<file path="src/rtl/flght_pkg.sv">
// Shared constants for the PD flight controller: FSM encodings, motor
// speed constants, saturation limits and the output clamp helper.
package flght_pkg;

  localparam logic [2:0] ST_IDLE = 3'd0;
  localparam logic [2:0] ST_PTCH = 3'd1;
  localparam logic [2:0] ST_ROLL = 3'd2;
  localparam logic [2:0] ST_YAW  = 3'd3;
  localparam logic [2:0] ST_MIX  = 3'd4;

  localparam logic [10:0] MIN_RUN_SPEED = 11'd416;
  localparam logic [10:0] CAL_SPEED     = 11'h1B0;

  localparam int ERR_SAT_MAX = 511;
  localparam int ERR_SAT_MIN = -512;
  localparam int DD_SAT_MAX  = 63;
  localparam int DD_SAT_MIN  = -64;

  // Width of P/D terms and mixer sums; wide enough for every worst-case sum.
  localparam int TERM_W = 13;

  function automatic logic [10:0] clamp_speed(input logic signed [TERM_W-1:0] v);
    if (v < 0)
      clamp_speed = 11'd0;
    else if (v > 13'sd2047)
      clamp_speed = 11'd2047;
    else
      clamp_speed = v[10:0];
  endfunction

endpackage

</file>
<file path="src/rtl/flght_cntrl_pd_math.sv">
// Combinational PD datapath, time-shared across pitch, roll and yaw.
// Produces the saturated error (for the history queue) and both gain terms.
module flght_cntrl_pd_math
  import flght_pkg::*;
#(
  parameter int P_COEFF = 5,
  parameter int D_COEFF = 9
) (
  input  logic signed [15:0]       actual,
  input  logic signed [15:0]       desired,
  input  logic signed [9:0]        prev,
  output logic signed [9:0]        err_sat,
  output logic signed [TERM_W-1:0] p_term,
  output logic signed [TERM_W-1:0] d_term
);

  logic signed [16:0] err;
  logic signed [10:0] ddiff;
  logic signed [6:0]  dsat;
  logic signed [15:0] p_prod;
  logic signed [15:0] p_shift;
  logic signed [15:0] d_prod;

  always_comb begin
    err = {actual[15], actual} - {desired[15], desired};
    if (err > 17'(ERR_SAT_MAX))
      err_sat = 10'(ERR_SAT_MAX);
    else if (err < 17'(ERR_SAT_MIN))
      err_sat = 10'(ERR_SAT_MIN);
    else
      err_sat = err[9:0];

    ddiff = {err_sat[9], err_sat} - {prev[9], prev};
    if (ddiff > 11'(DD_SAT_MAX))
      dsat = 7'(DD_SAT_MAX);
    else if (ddiff < 11'(DD_SAT_MIN))
      dsat = 7'(DD_SAT_MIN);
    else
      dsat = ddiff[6:0];

    p_prod  = $signed({{6{err_sat[9]}}, err_sat}) * $signed(16'(P_COEFF));
    p_shift = p_prod >>> 3;
    p_term  = p_shift[TERM_W-1:0];
    d_prod  = $signed({{9{dsat[6]}}, dsat}) * $signed(16'(D_COEFF));
    d_term  = d_prod[TERM_W-1:0];
  end

endmodule

</file>
<file path="src/rtl/flght_cntrl.sv">
// PD flight controller: latches attitude on vld, runs one PD axis per cycle
// through a shared datapath, then mixes into four registered motor speeds.
module flght_cntrl
  import flght_pkg::*;
#(
  parameter int D_QUEUE_DEPTH = 12,
  parameter int P_COEFF       = 5,
  parameter int D_COEFF       = 9
) (
  input  logic               clk,
  input  logic               rst,
  input  logic               vld,
  input  logic               inertial_cal,
  input  logic signed [15:0] ptch,
  input  logic signed [15:0] roll,
  input  logic signed [15:0] yaw,
  input  logic signed [15:0] d_ptch,
  input  logic signed [15:0] d_roll,
  input  logic signed [15:0] d_yaw,
  input  logic [8:0]         thrst,
  output logic [10:0]        frnt_spd,
  output logic [10:0]        bck_spd,
  output logic [10:0]        lft_spd,
  output logic [10:0]        rght_spd,
  output logic               upd_vld,
  output logic [2:0]         dbg_state
);

  // Handshake: vld is a one-cycle strobe accepted only in IDLE with
  // inertial_cal high; upd_vld is a one-cycle pulse with the new speeds.

  localparam int PTR_W = (D_QUEUE_DEPTH > 1) ? $clog2(D_QUEUE_DEPTH) : 1;
  localparam logic [PTR_W-1:0] PTR_LAST = PTR_W'(D_QUEUE_DEPTH - 1);

  logic [2:0] state;
  logic signed [15:0] ptch_q, roll_q, yaw_q, d_ptch_q, d_roll_q, d_yaw_q;
  logic [8:0] thrst_q;

  logic signed [9:0] q_p [D_QUEUE_DEPTH];
  logic signed [9:0] q_r [D_QUEUE_DEPTH];
  logic signed [9:0] q_y [D_QUEUE_DEPTH];
  logic [PTR_W-1:0]  ptr_p, ptr_r, ptr_y;

  logic signed [TERM_W-1:0] p_p, p_d, r_p, r_d, y_p, y_d;

  logic signed [15:0]       mux_act, mux_des;
  logic signed [9:0]        mux_prev;
  logic signed [9:0]        err_sat;
  logic signed [TERM_W-1:0] p_term, d_term;

  logic signed [TERM_W-1:0] base, sum_f, sum_b, sum_l, sum_r;

  assign dbg_state = state;

  always_comb begin
    mux_act  = '0;
    mux_des  = '0;
    mux_prev = '0;
    case (state)
      ST_PTCH: begin mux_act = ptch_q; mux_des = d_ptch_q; mux_prev = q_p[ptr_p]; end
      ST_ROLL: begin mux_act = roll_q; mux_des = d_roll_q; mux_prev = q_r[ptr_r]; end
      ST_YAW:  begin mux_act = yaw_q;  mux_des = d_yaw_q;  mux_prev = q_y[ptr_y]; end
      default: ;
    endcase
  end

  flght_cntrl_pd_math #(.P_COEFF(P_COEFF), .D_COEFF(D_COEFF)) u_pd (
    .actual  (mux_act),
    .desired (mux_des),
    .prev    (mux_prev),
    .err_sat (err_sat),
    .p_term  (p_term),
    .d_term  (d_term)
  );

  always_comb begin
    base  = TERM_W'(MIN_RUN_SPEED) + TERM_W'(thrst_q);
    sum_f = base - p_p - p_d - y_p - y_d;
    sum_b = base + p_p + p_d - y_p - y_d;
    sum_l = base - r_p - r_d + y_p + y_d;
    sum_r = base + r_p + r_d + y_p + y_d;
  end

  function automatic logic [PTR_W-1:0] ptr_next(input logic [PTR_W-1:0] p);
    ptr_next = (p == PTR_LAST) ? '0 : p + 1'b1;
  endfunction

  always_ff @(posedge clk) begin
    if (rst) begin
      state    <= ST_IDLE;
      ptch_q   <= '0; roll_q   <= '0; yaw_q   <= '0;
      d_ptch_q <= '0; d_roll_q <= '0; d_yaw_q <= '0;
      thrst_q  <= '0;
      ptr_p    <= '0; ptr_r    <= '0; ptr_y   <= '0;
      p_p <= '0; p_d <= '0; r_p <= '0; r_d <= '0; y_p <= '0; y_d <= '0;
      for (int i = 0; i < D_QUEUE_DEPTH; i++) begin
        q_p[i] <= '0;
        q_r[i] <= '0;
        q_y[i] <= '0;
      end
      frnt_spd <= '0; bck_spd <= '0; lft_spd <= '0; rght_spd <= '0;
      upd_vld  <= 1'b0;
    end else begin
      upd_vld <= 1'b0;
      case (state)
        ST_IDLE: begin
          if (vld && inertial_cal) begin
            ptch_q   <= ptch;   roll_q   <= roll;   yaw_q   <= yaw;
            d_ptch_q <= d_ptch; d_roll_q <= d_roll; d_yaw_q <= d_yaw;
            thrst_q  <= thrst;
            state    <= ST_PTCH;
          end
        end
        ST_PTCH: begin
          p_p <= p_term; p_d <= d_term;
          q_p[ptr_p] <= err_sat;
          ptr_p <= ptr_next(ptr_p);
          state <= ST_ROLL;
        end
        ST_ROLL: begin
          r_p <= p_term; r_d <= d_term;
          q_r[ptr_r] <= err_sat;
          ptr_r <= ptr_next(ptr_r);
          state <= ST_YAW;
        end
        ST_YAW: begin
          y_p <= p_term; y_d <= d_term;
          q_y[ptr_y] <= err_sat;
          ptr_y <= ptr_next(ptr_y);
          state <= ST_MIX;
        end
        ST_MIX: begin
          if (inertial_cal) begin
            frnt_spd <= clamp_speed(sum_f);
            bck_spd  <= clamp_speed(sum_b);
            lft_spd  <= clamp_speed(sum_l);
            rght_spd <= clamp_speed(sum_r);
            upd_vld  <= 1'b1;
          end
          state <= ST_IDLE;
        end
        default: state <= ST_IDLE;
      endcase
      // Uncalibrated sensors: hold motors at the calibration speed.
      if (!inertial_cal) begin
        frnt_spd <= CAL_SPEED; bck_spd <= CAL_SPEED;
        lft_spd  <= CAL_SPEED; rght_spd <= CAL_SPEED;
      end
    end
  end

endmodule
</file>
<file path="config.mk">
export PLATFORM = sky130hd
export DESIGN_NAME = flght_cntrl
export DESIGN_NICKNAME = d
export VERILOG_FILES = /design/src/rtl/flght_pkg.sv /design/src/rtl/flght_cntrl_pd_math.sv /design/src/rtl/flght_cntrl.sv
export SDC_FILE = /design/constraint.sdc
export NUM_CORES = 2
export LEC_CHECK = 0
export BUFFER_PORTS_ARGS = -buffer_cell sky130_fd_sc_hd__buf_2
export CAP_MARGIN = 30
export CORE_MARGIN = 2
export CORE_UTILIZATION = 55
export CTS_CLUSTER_DIAMETER = 100
export DETAILED_ROUTE_END_ITERATION = 7
export PLACE_DENSITY_LB_ADDON = 0.05
export SYNTH_ARGS = -nofsm -noshare
export SYNTH_HDL_FRONTEND = slang
export SYNTH_SLANG_ARGS = --single-unit
</file>
<file path="constraint.sdc">
create_clock -name clk -period 8 [get_ports clk]
set_clock_uncertainty 0.15 [all_clocks]
set_input_delay 0.4 -clock clk [delete_from_list [all_inputs] [get_ports clk]]
set_output_delay 0.4 -clock clk [all_outputs]
set_load 0.05 [all_outputs]
</file>
# After elaboration in Yosys (flattened, before gate mapping)
# Memory sizes are Yosys's and may differ from the RTL's. A register that Yosys moved wholly into a read port is not among the register bits.
# Cells that the tools add are included.
[classes]
mux = 55
magnitude_cmp = 12
addsub = 22
n_eq_ne = 9
n_bitwise = 2
n_mul = 2
reduce_logical = 8
[op_table]
columns = ["cell", "n"]
rows = [
  ["one-hot mux 16 bit (3 select lines)", 2],
  ["two-way mux 11 bit", 8],
  ["adder 13 bit", 6],
  ["subtractor 13 bit", 6],
  ["two-way mux 9 bit", 8],
  ["greater-than comparator 13 x 12 -> 1 bit (second input constant)", 4],
  ["less-than comparator 13 x 1 -> 1 bit (second input constant)", 4],
  ["two-way mux 10 bit", 5],
  ["two-way mux 4 bit", 12],
  ["one-hot mux 10 bit (3 select lines)", 1],
  ["OR reduction 10 bit", 3],
  ["adder 11 x 13 -> 13 bit", 2],
  ["subtractor 11 x 13 -> 13 bit", 2],
  ["greater-than comparator 17 x 10 -> 1 bit (second input constant)", 1],
  ["less-than comparator 17 x 10 -> 1 bit (second input constant)", 1],
  ["subtractor 16 x 16 -> 17 bit", 1],
  ["two-way mux 1 bit", 15],
  ["multiplier 10 x 4 -> 14 bit (second input constant)", 1],
  ["two-way mux 7 bit", 2],
  ["adder 4 x 1 -> 4 bit (second input constant)", 3],
  ["equality test 4 bit (second input constant)", 3],
  ["multiplier 7 x 5 -> 12 bit (second input constant)", 1],
  ["one-hot mux 3 bit (4 select lines)", 1],
  ["greater-than comparator 11 x 7 -> 1 bit (second input constant)", 1],
  ["other kinds (14)", 17],
]
[word_totals]
output_inout_bits = 48
mem_count = 3
ramBits = 360
inputBits = 109
regBits = 243
[memory_table]
columns = ["memory", "words", "word_bits", "read_ports", "rd_clocked_by_memory_dff", "wr", "line", "source"]
rows = [
  ["q_p", 12, 10, 1, 1, 12, "flght_cntrl.sv:39", "logic signed [9:0] q_p [D_QUEUE_DEPTH];"],
  ["q_r", 12, 10, 1, 1, 12, "flght_cntrl.sv:40", "logic signed [9:0] q_r [D_QUEUE_DEPTH];"],
  ["q_y", 12, 10, 1, 1, 12, "flght_cntrl.sv:41", "logic signed [9:0] q_y [D_QUEUE_DEPTH];"],
]

# Longest topological paths before layout
[depth]
ltp_word = 11
mapped_depth = 40

# By module
# A second synthesis with hierarchy kept.
[hier_totals]
hier_cells = 3531
hier_area_um2 = 39923.3
[by_module_without_submodules]
columns = ["mod", "area_each_um2", "instances", "cells_per_inst"]
rows = [
  ["flght_cntrl", 37360.8, 1, 3190],
  ["flght_cntrl_pd_math", 2562.5, 1, 341],
]

# Least setup slack after synthesis
# OpenSTA, ideal clock, no wires.
[synth_path]
path_type = "register to register"
startpoint = "register state[1] (netlist: dbg_state[1])"
endpoint = "register y_d[10]"
t_arrival_ns = 8.950
t_required_ns = 7.780
setup_time_ns = 0.070
path_slack_ns = -1.170
period_less_slack_ns = 9.170
n_path_buf = 5
stages_incl_launch_ff = 40
path_cell_list = "dfxtp_1 -> clkbuf_1 -> clkbuf_1 -> clkbuf_1 -> mux2_2 -> a22oi_1 -> nor2_1 -> ha_1 -> fa_1 -> nand2b_1 -> a21o_1 -> a21o_1 -> a211oi_1 -> o31a_1 -> clkinv_1 -> nand2_1 -> o21ai_1 -> buf_2 -> [... 4 more ...] -> o31a_1 -> o41ai_1 -> a32oi_1 -> o311a_1 -> o41a_1 -> nor2b_1 -> nor2_1 -> ha_1 -> ha_1 -> fa_1 -> a21oi_1 -> nor2_1 -> nor2_1 -> nor2b_1 -> o21ai_0 -> xor2_1 -> nand2_1 -> a21oi_1"
[synth_between]
elab_chain_len = 11
[synth_lines]
columns = ["element", "line", "source"]
rows = [
  ["start: declaration", "flght_cntrl.sv:35", "logic [2:0] state;"],
  ["start signal: assignment", "flght_cntrl.sv:90", "state <= ST_IDLE;"],
  ["start signal: assignment", "flght_cntrl.sv:111", "state <= ST_PTCH;"],
  ["start signal: assignment", "flght_cntrl.sv:118", "state <= ST_ROLL;"],
  ["equality test 3 x 2 -> 1 bit or equality test 3 x 1 -> 1 bit (tied branches)", "flght_cntrl.sv:59", "case (state)"],
  ["one-hot mux 16 bit (3 select lines)", "flght_cntrl.sv:59", ""],
  ["subtractor 16 x 16 -> 17 bit (*)", "flght_cntrl_pd_math.sv:25", "err = {actual[15], actual} - {desired[15], desired};"],
  ["less-than comparator 17 x 10 -> 1 bit", "flght_cntrl_pd_math.sv:28", "else if (err < 17'(ERR_SAT_MIN))"],
  ["two-way mux 10 bit", "flght_cntrl_pd_math.sv:28", ""],
  ["two-way mux 10 bit (*)", "flght_cntrl_pd_math.sv:26", "if (err > 17'(ERR_SAT_MAX))"],
  ["via err_sat[9]", "flght_cntrl.sv:48", "logic signed [9:0] err_sat;"],
  ["subtractor 10 x 10 -> 11 bit (*)", "flght_cntrl_pd_math.sv:33", "ddiff = {err_sat[9], err_sat} - {prev[9], prev};"],
  ["less-than comparator 11 x 7 -> 1 bit", "flght_cntrl_pd_math.sv:36", "else if (ddiff < 11'(DD_SAT_MIN))"],
  ["two-way mux 7 bit", "flght_cntrl_pd_math.sv:36", ""],
  ["two-way mux 7 bit (*)", "flght_cntrl_pd_math.sv:34", "if (ddiff > 11'(DD_SAT_MAX))"],
  ["multiplier 7 x 5 -> 12 bit (*)", "flght_cntrl_pd_math.sv:44", "d_prod = $signed({{9{dsat[6]}}, dsat}) * $signed(16'(D_COEFF));"],
  ["end signal: assignment", "flght_cntrl.sv:127", "y_p <= p_term; y_d <= d_term;"],
  ["end: declaration", "flght_cntrl.sv:44", "logic signed [TERM_W-1:0] p_p, p_d, r_p, r_d, y_p, y_d;"],
]
# Mark *: on every way through the listed nets, which the timed path passes. The rest lies on a longest branch.
# A chain may end at the register's enable or synchronous reset.

# Worst setup path in the final report
[layout_path]
startpoint = "register state[1] (netlist: dbg_state[1])"
endpoint = "register r_d[10]"
[layout_between]
elab_chain_len = 11
[layout_lines]
columns = ["element", "line", "source"]
rows = [
  ["equality test 3 x 2 -> 1 bit or equality test 3 x 1 -> 1 bit (tied branches)", "flght_cntrl.sv:59", ""],
  ["one-hot mux 16 bit (3 select lines)", "flght_cntrl.sv:59", ""],
  ["subtractor 16 x 16 -> 17 bit (*)", "flght_cntrl_pd_math.sv:25", ""],
  ["less-than comparator 17 x 10 -> 1 bit", "flght_cntrl_pd_math.sv:28", ""],
  ["two-way mux 10 bit", "flght_cntrl_pd_math.sv:28", ""],
  ["two-way mux 10 bit (*)", "flght_cntrl_pd_math.sv:26", ""],
  ["via err_sat[3]", "flght_cntrl.sv:48", ""],
  ["subtractor 10 x 10 -> 11 bit (*)", "flght_cntrl_pd_math.sv:33", ""],
  ["less-than comparator 11 x 7 -> 1 bit", "flght_cntrl_pd_math.sv:36", ""],
  ["two-way mux 7 bit", "flght_cntrl_pd_math.sv:36", ""],
  ["two-way mux 7 bit (*)", "flght_cntrl_pd_math.sv:34", ""],
  ["multiplier 7 x 5 -> 12 bit (*)", "flght_cntrl_pd_math.sv:44", ""],
  ["end signal: assignment", "flght_cntrl.sv:121", "r_p <= p_term; r_d <= d_term;"],
  ["end: declaration", "flght_cntrl.sv:44", ""],
]
# Marked as above.

==> results.cfg <==
[timing]
rsz0062_at_grt = yes
max_slew.worst_pin.slew_ns = 0.982
hold_viol_final = 0
min_period_ns = 7.80
tns_ns = 0
max_freq_mhz = 128
finalSetupViolCount = 0
slew_headroom_pct = 34.3
period_share_pct = 97.5
whs_ns = 0.297
slew_viol_final = 0

[placed_design]
place_congestion = 0.884
placed_area_um2 = 39900
post-dp-hpwl_mm = 71.7
numPortBuffers = 156
dp.cells = 4135

[setup_path]
slowest_stage = o41a_1
critPathBufInv = 4
arrival_ns = 8.19
slowest_delay_ns = 0.52
path_depth = 35
critPathRequiredTime_ns = 8.39
r2r_start = dbg_state[1]
cp-start-kind = register
worst-path-max-fanout = 8
cpMostUsedCell = nor2_1
r2r_cells = 35
reg2reg_slack_ns = 0.20
crit_family = compound AO/OA/AOI/OAI gates
endpoint_kind = register
rr_endpoint = r_d[10]
path_class = reg2reg

[synthesis]
yosysSeqAreaShare_pct = 50.7
ys_types = 69
yosys_warnings = 0
async_flop_share_pct = 0
syn-num-nets = 3591
ys_ff_latch = 726
synth_edf_count = 480
synthFlopType = edfxtp_1
avgSynthCellArea_um2 = 11.9
synth_cells = 3216
synth_area_um2 = 38100

[cts]
root_buffer = clkbuf_16
clk_latency_ns = 0.64
cts_buffers = 78
clock_sinks = 726
clk_pin_slew_ns = 0.06
cts_buffer_depth = 3
cts_tree = built
htree_levels = 3

[cells_and_area]
nNetsFinal = 3808
syn2layout_area_growth_pct = 16.4
drive_gt1_share_pct = 20.8
mostFrequentLayoutCells = 480 x edfxtp_1, 424 x nand2_1, 242 x a21oi_1, 240 x dfxtp_1, 168 x nor3_1
final_common_cell = edfxtp_1
antenna_cells = 0
instances_no_fill = 4425
fin_area_um2 = 44400

[min_path]
worstHoldPathCells = 2
holdPathEnd = frnt_spd[9]
hold_path_class = reg2reg
hold_start = frnt_spd[9]

[route]
initialDrtViolationCount = 2448
vias_per_cell = 6.11
route.detailed.drc = 0
vias = 27057
avgRoutedWirePerCell_um = 23.8
drt_wl_total_mm = 105
dr.pass1.iters = 5
final_antenna_net_count = 0

[floorplanning]
ios = 157
dieArea_um2 = 71500
die_h_um = 267
rows = 96
initial_core_util_pct = 55.6
die_w_um = 267
core_um2 = 68600

[job]
maxCapViolCount = 0

[grt]
grt_pass1_wl_mm = 158
globalRouteOverflowTotal = 0
antenna_found_initial = 0
grt_pass1_vias = 26824
grt_max_degree = 125
grtUsageTotal_pct = 29.2

[power_and_ir_drop]
swShare_pct = 42.3
ir_drop_mv = 0.470
finalPower_uw = 17000
power_density_nw_per_um2 = 383
comb_power_share_pct = 53.1
p_int_uw = 9800
seqPwrFrac_pct = 26.4
p_leak_uw = 0.0159
pwr-share-clk_pct = 20.5
p_switching_uw = 7190

[run_status]
status = complete, no violations
-- state kept, by name, indices dropped and copies added (netlist names), 16 cells and up, named ones only --
register	flops
q_y	160
roll_q	16
d_yaw_q	16
yaw_q	16
d_roll_q	16
ptch_q	16
q_p	160
d_ptch_q	16
q_r	160
-- power groups by stage --
stage	clock network, uW	logic [uW]	registers [uW]
detailed placement	0	8390	4570
finish	3490	9020	4480
floorplan	0	6030	4530
global placement	0	8210	4550
CTS	3530	8530	4490
global route	3670	9860	4510
-- synth_stat cells (all sizes together), types with 3 or more instances --
cell / instances / share of area [%]
edfxtp: 480 / 38
nand2: 426 / 4.2
a21oi: 253 / 3.3
dfxtp: 246 / 13
clkbuf: 169 / 1.7
nor3: 169 / 2.2
nor2: 164 / 1.6
a211oi: 162 / 3.2
mux4: 150 / 8.9
fa: 139 / 7.3
inv: 130 / 1.3
ha: 127 / 4.2
buf: 79 / 1.1
xnor2: 62 / 1.4
o21ai: 58 / 0.79
mux2: 45 / 1.3
nand2b: 45 / 0.74
a22oi: 40 / 0.80
or2: 35 / 0.57
xor2: 28 / 0.64
a21o: 27 / 0.53
o21a: 15 / 0.30
and2: 13 / 0.21
nand3: 13 / 0.17
o21bai: 12 / 0.24
or3: 12 / 0.20
nor2b: 10 / 0.16
and3: 9 / 0.15
a221o: 8 / 0.21
a22o: 7 / 0.16
a31oi: 7 / 0.11
nor4: 7 / 0.11
o211ai: 7 / 0.14
nand4: 6 / 0.098
o32ai: 6 / 0.14
a31o: 5 / 0.11
o31ai: 4 / 0.11
a211o: 3 / 0.069
nand3b: 3 / 0.059
nor3b: 3 / 0.072
o2111ai: 3 / 0.11
o311a: 3 / 0.079
o41ai: 3 / 0.069
-- metal layers --
layer	GRT usage [%]	vias up	part of all wire [%]
met3	3.82	182	6.4
met4	8.14	0	2.7
met2	49.9	1057	50
li1	-	12140	-
met1	39.3	13678	41
met5	0	-	0
-- cell type report --
class / instances / area [um2]
inverter: 131 / 497
multi-input combinational: 2111 / 17900
fill: 5174 / 24200
sequential: 726 / 19300
clock buffer: 112 / 2220
clock inverter: 29 / 239
timing repair buffer: 385 / 3000
tap: 931 / 1160
-- worst min-delay path: cells and delay by family, from the launching register on --
kind	cells	cell delay, ns
AO/OA/AOI/OAI	1	0.05
flip-flops	1	0.32
AND/OR/NAND/NOR	1	0.04
-- metrics by stage --
| step | setup WS (ns) | util (%) |
|---|---|---|
| detailed placement | -0.147 | 58.2 |
| floorplan | 0.0000417 | - |
| global placement | 0.145 | 58.1 |
| global route | -0.139 | 64.7 |
| CTS | 0.0246 | 63.5 |
| finish | 0.201 | 64.7 |
-- worst max path at each step --
stage | from | end | slack, ns
final | dbg_state[1] | r_d[10] | 0.20
after global routing | dbg_state[1] | y_d[10] | -0.14
after CTS | dbg_state[1] | p_d[10] | 0.02
after detailed placement | dbg_state[1] | y_d[11] | -0.15
after global placement | dbg_state[1] | p_d[10] | 0.15
after floorplan | dbg_state[1] | y_d[10] | 0.00004
-- timing repair --
item,in CTS,in global routing
setup buffers,1,36
endpoints found under the setup margin,12,16
hold buffers,107,0
cloned,0,2
pin swaps,2,48
resized for setup,11,97
endpoints found under the hold margin,108,0
-- cells by family (layout without fill, tap and decap cells) --
logic type,Yosys count,in the layout,synth area share [%]
AND/OR/NAND/NOR,920,920,10.7
flip-flops,726,726,50.7
AO/OA/AOI/OAI,640,640,10.9
buffers and inverters,379,657,4.02
adder cells (fa/ha/maj),266,266,11.5
multiplexers,195,195,10.2
XOR/XNOR,90,90,2.07
Power figures use the tool's default switching activity.
